### src/rtl/pipe_phy_stub_pkg.sv
// pipe_phy_stub_pkg
// Shared definitions for the PIPE PHY stub:
//   - control FSM state encoding
//   - PowerDown codes used by the stub (P0 active, P1 detect-capable)
//   - RxStatus codes (OK, receiver detected)
//   - counter width and a helper that turns a latency into a counter load
package pipe_phy_stub_pkg;

   typedef enum logic [2:0] {
      ST_IDLE        = 3'd0,
      ST_DETECT_WAIT = 3'd1,
      ST_DETECT_DONE = 3'd2,
      ST_DETECT_HOLD = 3'd3,
      ST_PWR_WAIT    = 3'd4,
      ST_RATE_WAIT   = 3'd5
   } ctrl_state_t;

   localparam logic [3:0] PD_P0 = 4'b0000;
   localparam logic [3:0] PD_P1 = 4'b0010;

   localparam logic [2:0] RXST_OK     = 3'b000;
   localparam logic [2:0] RXST_RX_DET = 3'b011;

   // Latencies are limited to 1..255, so 8 bits always suffice.
   localparam int CNT_W = 8;

   // A wait of L cycles loads L-1: the cycle that observes zero is the last one.
   function automatic logic [CNT_W-1:0] lat_load(input int unsigned lat);
      return CNT_W'(lat - 1);
   endfunction

endpackage

### src/rtl/pipe_phy_stub_lane.sv
// pipe_lane_loopback
// Per-lane loopback for the PIPE PHY stub. When the lane is in P0 and not
// electrically idle, transmit data/K/valid reappear on the receive side one
// cycle later with RxValid set; otherwise the receive side is zeroed.
// RxElectricalIdle is TxElecIdle delayed by one cycle.
// Ports:
//   i_clk, i_reset      clock, synchronous active-high reset
//   i_tx_data/k/valid   lane transmit data, K flags, data valid
//   i_tx_elec_idle      lane transmit electrical idle
//   i_power_down        lane PowerDown code
//   o_rx_data/k/valid   looped-back receive data, K flags, data valid
//   o_rx_valid          receive symbol lock indication
//   o_rx_elec_idle      receive electrical idle
module pipe_lane_loopback
   import pipe_phy_stub_pkg::*;
#(
   parameter int W = 32
)(
   input  logic            i_clk,
   input  logic            i_reset,
   input  logic [W-1:0]    i_tx_data,
   input  logic [W/8-1:0]  i_tx_k,
   input  logic            i_tx_valid,
   input  logic            i_tx_elec_idle,
   input  logic [3:0]      i_power_down,
   output logic [W-1:0]    o_rx_data,
   output logic [W/8-1:0]  o_rx_k,
   output logic            o_rx_dvalid,
   output logic            o_rx_valid,
   output logic            o_rx_elec_idle
);

   logic           w_pass;
   logic [W-1:0]   r_rx_data;
   logic [W/8-1:0] r_rx_k;
   logic           r_rx_dvalid;
   logic           r_rx_valid;
   logic           r_rx_elec_idle;

   assign w_pass = (i_power_down == PD_P0) && !i_tx_elec_idle;

   always_ff @(posedge i_clk) begin
      if (i_reset) begin
         r_rx_data      <= '0;
         r_rx_k         <= '0;
         r_rx_dvalid    <= 1'b0;
         r_rx_valid     <= 1'b0;
         r_rx_elec_idle <= 1'b1;
      end else begin
         r_rx_elec_idle <= i_tx_elec_idle;
         if (w_pass) begin
            r_rx_data   <= i_tx_data;
            r_rx_k      <= i_tx_k;
            r_rx_dvalid <= i_tx_valid;
            r_rx_valid  <= 1'b1;
         end else begin
            r_rx_data   <= '0;
            r_rx_k      <= '0;
            r_rx_dvalid <= 1'b0;
            r_rx_valid  <= 1'b0;
         end
      end
   end

   assign o_rx_data      = r_rx_data;
   assign o_rx_k         = r_rx_k;
   assign o_rx_dvalid    = r_rx_dvalid;
   assign o_rx_valid     = r_rx_valid;
   assign o_rx_elec_idle = r_rx_elec_idle;

endmodule

### src/rtl/pipe_phy_stub.sv
// pipe_phy_stub
// Behavioural PIPE PHY stand-in. One control FSM shared by all lanes answers
// receiver-detect, PowerDown changes and Rate changes with a single-cycle
// PhyStatus pulse after a programmable latency; each lane loops transmit
// data back to receive through pipe_lane_loopback.
// Ports:
//   CLK, reset               clock, synchronous active-high reset
//   TxData/TxDataK/TxDataValid  controller transmit data, K flags, valid
//   TxElecIdle               per-lane transmit electrical idle
//   TxDetectRx_Loopback      per-lane receiver-detect request
//   PowerDown (4b/lane), Rate  power state and rate requests
//   RxData/RxDataK/RxDataValid/RxValid  looped-back receive side
//   RxStatus (3b/lane)       receiver-detect result (only in the result cycle)
//   RxElectricalIdle         TxElecIdle delayed one cycle
//   PhyStatus                per-lane completion pulse
module pipe_phy_stub
   import pipe_phy_stub_pkg::*;
#(
   parameter int MAXPIPEWIDTH   = 32,
   parameter int LANESNUMBER    = 16,
   parameter int DETECT_LATENCY = 16,
   parameter int PWR_LATENCY    = 4,
   parameter int RATE_LATENCY   = 8,
   parameter logic [LANESNUMBER-1:0] RX_PRESENT_MASK = '1
)(
   input  logic                                  CLK,
   input  logic                                  reset,
   input  logic [MAXPIPEWIDTH*LANESNUMBER-1:0]   TxData,
   input  logic [LANESNUMBER-1:0]                TxDataValid,
   input  logic [(MAXPIPEWIDTH/8)*LANESNUMBER-1:0] TxDataK,
   input  logic [LANESNUMBER-1:0]                TxElecIdle,
   input  logic [LANESNUMBER-1:0]                TxDetectRx_Loopback,
   input  logic [4*LANESNUMBER-1:0]              PowerDown,
   input  logic [3:0]                            Rate,
   output logic [MAXPIPEWIDTH*LANESNUMBER-1:0]   RxData,
   output logic [LANESNUMBER-1:0]                RxDataValid,
   output logic [(MAXPIPEWIDTH/8)*LANESNUMBER-1:0] RxDataK,
   output logic [LANESNUMBER-1:0]                RxValid,
   output logic [3*LANESNUMBER-1:0]              RxStatus,
   output logic [LANESNUMBER-1:0]                RxElectricalIdle,
   output logic [LANESNUMBER-1:0]                PhyStatus
);

   localparam int KW = MAXPIPEWIDTH / 8;

   ctrl_state_t             r_state, w_state_nxt;
   logic [CNT_W-1:0]        r_cnt, w_cnt_nxt;
   logic                    r_pwr_pend, r_rate_pend;
   logic [4*LANESNUMBER-1:0] r_pd_copy;
   logic [3:0]              r_rate_copy;

   logic w_pd_chg, w_rate_chg, w_detect_req;
   logic w_take_pwr, w_take_rate;
   logic w_phy_pulse, w_det_done;

   assign w_pd_chg     = (PowerDown != r_pd_copy);
   assign w_rate_chg   = (Rate != r_rate_copy);
   assign w_detect_req = (|TxDetectRx_Loopback) && (&TxElecIdle) &&
                         (PowerDown[3:0] == PD_P1);

   always_ff @(posedge CLK) begin
      if (reset) begin
         r_state     <= ST_IDLE;
         r_cnt       <= '0;
         r_pwr_pend  <= 1'b0;
         r_rate_pend <= 1'b0;
         r_pd_copy   <= {LANESNUMBER{PD_P1}};
         r_rate_copy <= '0;
      end else begin
         r_state     <= w_state_nxt;
         r_cnt       <= w_cnt_nxt;
         r_pd_copy   <= PowerDown;
         r_rate_copy <= Rate;
         // The pending flag drops when the request is accepted into its wait
         // state, so a change arriving during that wait re-arms it and gets its
         // own pulse afterwards. A new change always wins over the clear.
         r_pwr_pend  <= w_pd_chg   | (r_pwr_pend  & ~w_take_pwr);
         r_rate_pend <= w_rate_chg | (r_rate_pend & ~w_take_rate);
      end
   end

   always_comb begin
      w_state_nxt = r_state;
      w_cnt_nxt   = r_cnt;
      w_take_pwr  = 1'b0;
      w_take_rate = 1'b0;
      w_phy_pulse = 1'b0;
      w_det_done  = 1'b0;
      case (r_state)
         ST_IDLE: begin
            if (w_detect_req) begin
               w_state_nxt = ST_DETECT_WAIT;
               w_cnt_nxt   = lat_load(DETECT_LATENCY);
            end else if (r_pwr_pend) begin
               w_state_nxt = ST_PWR_WAIT;
               w_cnt_nxt   = lat_load(PWR_LATENCY);
               w_take_pwr  = 1'b1;
            end else if (r_rate_pend) begin
               w_state_nxt = ST_RATE_WAIT;
               w_cnt_nxt   = lat_load(RATE_LATENCY);
               w_take_rate = 1'b1;
            end
         end
         ST_DETECT_WAIT: begin
            if (r_cnt == '0) w_state_nxt = ST_DETECT_DONE;
            else             w_cnt_nxt   = r_cnt - 1'b1;
         end
         ST_DETECT_DONE: begin
            w_phy_pulse = 1'b1;
            w_det_done  = 1'b1;
            w_state_nxt = ST_DETECT_HOLD;
         end
         ST_DETECT_HOLD: begin
            if (!(|TxDetectRx_Loopback)) w_state_nxt = ST_IDLE;
         end
         ST_PWR_WAIT, ST_RATE_WAIT: begin
            // Pulse in the zero-count cycle, then fall back to IDLE, which
            // guarantees at least one quiet cycle between pulses.
            if (r_cnt == '0) begin
               w_phy_pulse = 1'b1;
               w_state_nxt = ST_IDLE;
            end else begin
               w_cnt_nxt = r_cnt - 1'b1;
            end
         end
         default: w_state_nxt = ST_IDLE;
      endcase
   end

   assign PhyStatus = {LANESNUMBER{w_phy_pulse}};

   for (genvar g = 0; g < LANESNUMBER; g++) begin : g_lane
      assign RxStatus[g*3 +: 3] = (w_det_done && RX_PRESENT_MASK[g]) ? RXST_RX_DET : RXST_OK;

      pipe_lane_loopback #(.W(MAXPIPEWIDTH)) u_lane (
         .i_clk          (CLK),
         .i_reset        (reset),
         .i_tx_data      (TxData[g*MAXPIPEWIDTH +: MAXPIPEWIDTH]),
         .i_tx_k         (TxDataK[g*KW +: KW]),
         .i_tx_valid     (TxDataValid[g]),
         .i_tx_elec_idle (TxElecIdle[g]),
         .i_power_down   (PowerDown[g*4 +: 4]),
         .o_rx_data      (RxData[g*MAXPIPEWIDTH +: MAXPIPEWIDTH]),
         .o_rx_k         (RxDataK[g*KW +: KW]),
         .o_rx_dvalid    (RxDataValid[g]),
         .o_rx_valid     (RxValid[g]),
         .o_rx_elec_idle (RxElectricalIdle[g])
      );
   end

endmodule

### config.mk
export PLATFORM = sky130hd
export DESIGN_NAME = pipe_phy_stub
export DESIGN_NICKNAME = d
export VERILOG_FILES = /design/src/rtl/pipe_phy_stub_pkg.sv /design/src/rtl/pipe_phy_stub_lane.sv /design/src/rtl/pipe_phy_stub.sv
export SDC_FILE = /design/constraint.sdc
export NUM_CORES = 1
export LEC_CHECK = 0
export BUFFER_PORTS_ARGS = -buffer_cell sky130_fd_sc_hd__buf_2
export CELL_PAD_IN_SITES_DETAIL_PLACEMENT = 1
export CELL_PAD_IN_SITES_GLOBAL_PLACEMENT = 1
export CORE_AREA = 3 3 538 540
export DETAILED_ROUTE_END_ITERATION = 12
export DIE_AREA = 0 0 541 543
export PLACE_DENSITY_LB_ADDON = 0.12
export SYNTH_ARGS = -nofsm -noshare
export SYNTH_HDL_FRONTEND = slang
export SYNTH_SLANG_ARGS = --single-unit
### constraint.sdc
create_clock -name CLK -period 2.2 [get_ports CLK]
set_clock_uncertainty 0.2 [all_clocks]
set_input_delay 0.33 -clock CLK [delete_from_list [all_inputs] [get_ports CLK]]
set_output_delay 0.33 -clock CLK [all_outputs]
set_load 0.005 [all_outputs]
; Word-level counts from Yosys, hierarchy flattened
; Index checks and enable logic that the tools add are counted.
[totals]
ff_bits = 705
in_bits = 694
elab_cells = 236
output_inout_bits = 688
[classes]
n_addsub = 1
eq_ne = 13
n_mux = 39
bitwise_logic = 22
n_reduce_logical = 75
[op_table]
columns = operator, count
row1 = zero test 4 bit, 16
row2 = != test 64 bit, 1
row3 = OR reduction 2 bit, 17
row4 = 2-to-1 mux 8 bit, 4
row5 = 2-to-1 mux 1 bit, 25
row6 = logical AND 1 bit, 18
row7 = 2-to-1 mux 3 bit, 6
row8 = inverter 1 bit, 18
row9 = zero test 1 bit, 16
row10 = one-hot mux 8 bit (2 select lines), 1
row11 = AND reduction 16 bit, 1
row12 = OR reduction 16 bit, 1
row13 = one-hot mux 3 bit (5 select lines), 1
row14 = zero test 8 bit, 1
row15 = != test 2 bit (second input constant), 4
row16 = subtractor 8 x 1 -> 8 bit (second input constant), 1
row17 = == test 3 x 2 -> 1 bit (second input constant), 2
row18 = == test 3 bit (second input constant), 2
row19 = == test 4 x 2 -> 1 bit (second input constant), 1
row20 = != test 4 bit, 1
row21 = != test 4 bit (second input constant), 1
row22 = AND reduction 4 bit, 1
row23 = == test 3 x 1 -> 1 bit (second input constant), 1
row24 = zero test 3 bit, 1
row25 = 7 further kinds, 9

; Logic depth before layout (Yosys ltp)
[logic_depth]
word_depth = 8
ltp_mapped = 7
depth_no_buf = 6

; By module
; A second synthesis with hierarchy kept.
[hier_totals]
hier_cells = 1807
hier_area_um2 = 21469.3
[by_module_without_submodules]
columns = module, cells_per_inst, instances, area_each_um2
row1 = pipe_lane_loopback, 88, 16, 1101.1
row2 = pipe_phy_stub, 399, 1, 3852.4

; Worst setup path after synthesis
; No wires, ideal clock.
[synth_timing]
path_kind = reg-to-output
start = register r_state[1]
end = output PhyStatus[0]
slack_ps = -160
t_arrival_ps = 1830
n_path_buf = 2
path_stages_with_launch = 5
cell_sequence = dfxtp_1 clkbuf_1 and2_1 a21o_1 buf_4
[synth_between]
elab_chain_cells = 3
word_cells_on_any_way = 5
cone_classes = eq/ne (3) / mux (1) / reduce/logical (1)
[synth_lines]
columns = item, line_no
row1 = "start, declared", pipe_phy_stub.sv:46  ; ctrl_state_t r_state, w_state_nxt;
row2 = "start signal, assigned", pipe_phy_stub.sv:70  ; r_state <= w_state_nxt;
row3 = == test 3 bit, pipe_phy_stub.sv:89  ; case (r_state)
row4 = OR reduction 2 bit, pipe_phy_stub.sv:89
row5 = one-hot mux 1 bit (2 select lines) (*), pipe_phy_stub.sv:89
row6 = "end, declared", pipe_phy_stub.sv:41  ; output logic [LANESNUMBER-1:0] PhyStatus
; Every way passes the cells marked *; elsewhere a longest branch is shown, timed or not.

; Worst setup path in the final report
[layout_timing]
start = register r_cnt[1]
end = output PhyStatus[12]
[layout_between]
elab_chain_cells = 3
[layout_lines]
columns = item, line_no
row1 = "start, declared", pipe_phy_stub.sv:47  ; logic [CNT_W-1:0] r_cnt, w_cnt_nxt;
row2 = "start signal, assigned", pipe_phy_stub.sv:71  ; r_cnt <= w_cnt_nxt;
row3 = zero test 8 bit, pipe_phy_stub.sv:119  ; if (r_cnt == '0) begin
row4 = 2-to-1 mux 1 bit, pipe_phy_stub.sv:119
row5 = one-hot mux 1 bit (2 select lines), pipe_phy_stub.sv:89
; Every way passes these cells.

==> results.json <==
{
  "coreArea_sq_um": 285000,
  "final_antenna_net_count": 0,
  "cpMaxStageDelayCell": "dfxtp_2",
  "hold_viol_final": 1,
  "final_common_cell": "buf_2",
  "htree_levels": 3,
  "crit_chain": "inv_4 -> ha_4 -> and4b_2 -> nor2b_4 -> a21o_4 -> buf_12 -> buf_6",
  "cap_viol_max_count": 0,
  "ir_drop_v": 0.000518,
  "drtIter0Drc": 500,
  "hpwl_mm": 138,
  "vias": 23100,
  "setup_viol": 102,
  "fin_nets": 5179,
  "synth_edf_count": 0,
  "clock_path_buffers": 4,
  "crit_buf_inv": 3,
  "syn_inst": 1774,
  "final_cell_area_sq_um": 50300,
  "critPathTopFamily": "flip-flops",
  "row_count": 196,
  "grt_overflow_total": 0,
  "die_area_sq_um": 294000,
  "layout_common_cells": "buf_2, dlygate4sd3_1, dfxtp_1",
  "worst_pin_slew_ns": 0.882,
  "grt_pass1_wl_mm": 221,
  "cellLeakagePower_nw": 23.7,
  "ys_types": 39,
  "cp-start-kind": "register",
  "place_area_sq_um": 32900,
  "crit_path_max_incr_delay_ns": 0.35,
  "grt_max_degree": 39,
  "die_w_microns": 541,
  "worstPathArrival_ns": 2.18,
  "start_util_pct": 7.34,
  "synth_seq_area_share_pct": 67.5,
  "antenna_found_initial": 86,
  "hold_path.class": "primary input to register",
  "end_kind": "output pin",
  "syn-cell-area_sq_um": 20900,
  "drv_slew": 0,
  "port_buffers": 1365,
  "timing.hold.ws_ns": -0.0101,
  "cts-root-buf": "clkbuf_16",
  "numCtsBuffers": 106,
  "route.detailed.drc": 0,
  "cp_data_required_time_ns": 1.67,
  "cts.clk_slew.worst_paths_ns": 0.06,
  "drive_above_1_share_pct": 39.7,
  "ys_async_sr_fraction_pct": 0,
  "clkLatencyLatePin_ns": 0.81,
  "setup_slack_ns": -0.508,
  "period_minus_slack_ns": 2.71,
  "status": "finished, violations left",
  "crit_type": "register to output pin",
  "rsz0062_at_grt": "yes",
  "viasPerCell": 2.77,
  "drt_wl_total_mm": 174,
  "dr.pass1.iters": 4,
  "pin_count": 1382,
  "ys_ff_latch": 705,
  "gr-usage-all-layers_pct": 11.0,
  "cp_max_fo": 8,
  "clock-sinks": 705,
  "wl_per_cell_microns": 20.9,
  "grt_pass1_vias": 25300,
  "synth_warnings": 0,
  "violations": "hold timing, setup timing",
  "fmax_mhz": 369,
  "area_growth_pct": 140,
  "fp.dieH_microns": 543,
  "relSlewSlack_pct": 41.0,
  "cts_tree": "yes",
  "power_density_nw_per_um2": 687,
  "yosys_most_used_dff": "dfxtp_1",
  "fin_crit_sh_pct": 123,
  "syn_area_per_cell_sq_um": 11.8,
  "place_congestion": 0.781
}
## metrics by stage
step                power, mW  cells  setup TNS [ns]  utilization (%)  worst slack, ns
CTS                      35.6   8277          -19.10             17.2           -0.606
global placement         15.7   6860           -5.70             11.6           -0.672
global route             36.4   8325          -16.47             17.6           -0.637
detailed placement       15.6   6860           -5.48             11.6           -0.708
floorplan                14.2   1789               0                -           0.0560
finish                   34.6   8339          -11.59             17.6           -0.508
## path summary, 6_finish.rpt
check             slack [ns]     startpoint  cells past startpoint                         endpoint
setup / recovery       -0.51       r_cnt[1]                      7                    PhyStatus[12]
setup reg to reg        0.05   r_pd_copy[9]                      7                       r_pwr_pend
hold / removal         -0.01  TxElecIdle[7]                      3  g_lane[7].u_lane.o_rx_elec_idle
hold reg to reg         0.29       r_cnt[5]                      1                         r_cnt[5]
## routing by layer
| layer | vias to the layer above | share of wire (%) | wire length (microns) | track usage (%) |
|---|---|---|---|---|
| li1 | 10900 | - | - | - |
| met1 | 10900 | 39 | 68700 | 12.2 |
| met2 | 1070 | 50 | 86900 | 19.9 |
| met3 | 248 | 8.6 | 15000 | 4.15 |
| met4 | 42 | 2.1 | 3600 | 2.54 |
| met5 | - | 0.14 | 246 | 0 |
## cell usage after synthesis, types with 2 or more instances
cell,number,area [sq um]
buf_4,113,848
a21oi_1,11,55.1
nor2b_1,54,338
and2_1,594,3720
nand4_1,7,43.8
a311oi_1,5,43.8
o31ai_1,2,15.0
xor2_1,68,596
or3_1,2,12.5
dfxtp_1,705,14100
nand2_1,6,22.5
nor2_1,19,71.3
nand2b_1,3,18.8
and4_1,2,17.5
o21ai_0,3,15.0
o41ai_1,2,17.5
nor3_1,6,30.0
nand3_1,4,20.0
or4_1,16,120
or2_2,33,206
nor4_1,22,138
a31oi_1,3,18.8
inv_1,2,7.51
clkbuf_1,76,285
ha_1,2,25.0
## state kept, by name, summed over array words and instances, names as in the netlist
| name | count |
|---|---|
| g_lane.u_lane.o_rx_elec_idle | 16 |
| g_lane.u_lane.o_rx_valid | 16 |
| r_cnt | 8 |
| r_rate_copy | 4 |
| r_state | 3 |
| g_lane.u_lane.o_rx_k | 64 |
| r_pwr_pend | 1 |
| g_lane.u_lane.o_rx_data | 512 |
| r_rate_pend | 1 |
| r_pd_copy | 64 |
| g_lane.u_lane.o_rx_dvalid | 16 |
## report_power, final
group | internal, mW | leakage [nW] | switching [mW] | total, mW
clock network | 10.4 | 1.69 | 6.91 | 17.3
logic | 2.49 | 16.3 | 1.63 | 4.12
registers | 13.0 | 5.71 | 0.111 | 13.1
total | 25.9 | 23.7 | 8.65 | 34.6
## cell type report
class,count,area (sq um)
Clock buffer,153,3110
Fill cell,33000,235000
Timing Repair Buffer,2776,21900
Clock inverter,29,330
Antenna cell,20,50.0
Tap cell,3762,4710
Sequential cell,705,14100
Multi-Input combinational cell,892,6080
Inverter,2,10.0
## cell families after synthesis
kind of cell / Yosys count / share of synthesized area [%]
buffers and inverters: 192 / 5.47
flip-flops: 705 / 67.5
XOR/XNOR: 68 / 2.85
AND/OR/NAND/NOR: 773 / 22.9
adder cells (fa/ha/maj): 2 / 0.120
AO/OA/AOI/OAI: 33 / 1.15
other: 1 / 0.0179
## what timing repair did
action                     4_1_cts  5_1_grt
hold buffers                  1222        7
hold endpoints to repair       695        7
buffers inserted                10       20
pin swaps                        6       15
gates cloned                     3       23
resized for setup               70       78
setup endpoints to repair       49      297
## tightest hold or removal path: cells and delay by family
kind                   cells  cell delay, ns
buffers and inverters      2            0.48
AND/OR/NAND/NOR            1            0.13
Power figures use the tool's default switching activity.
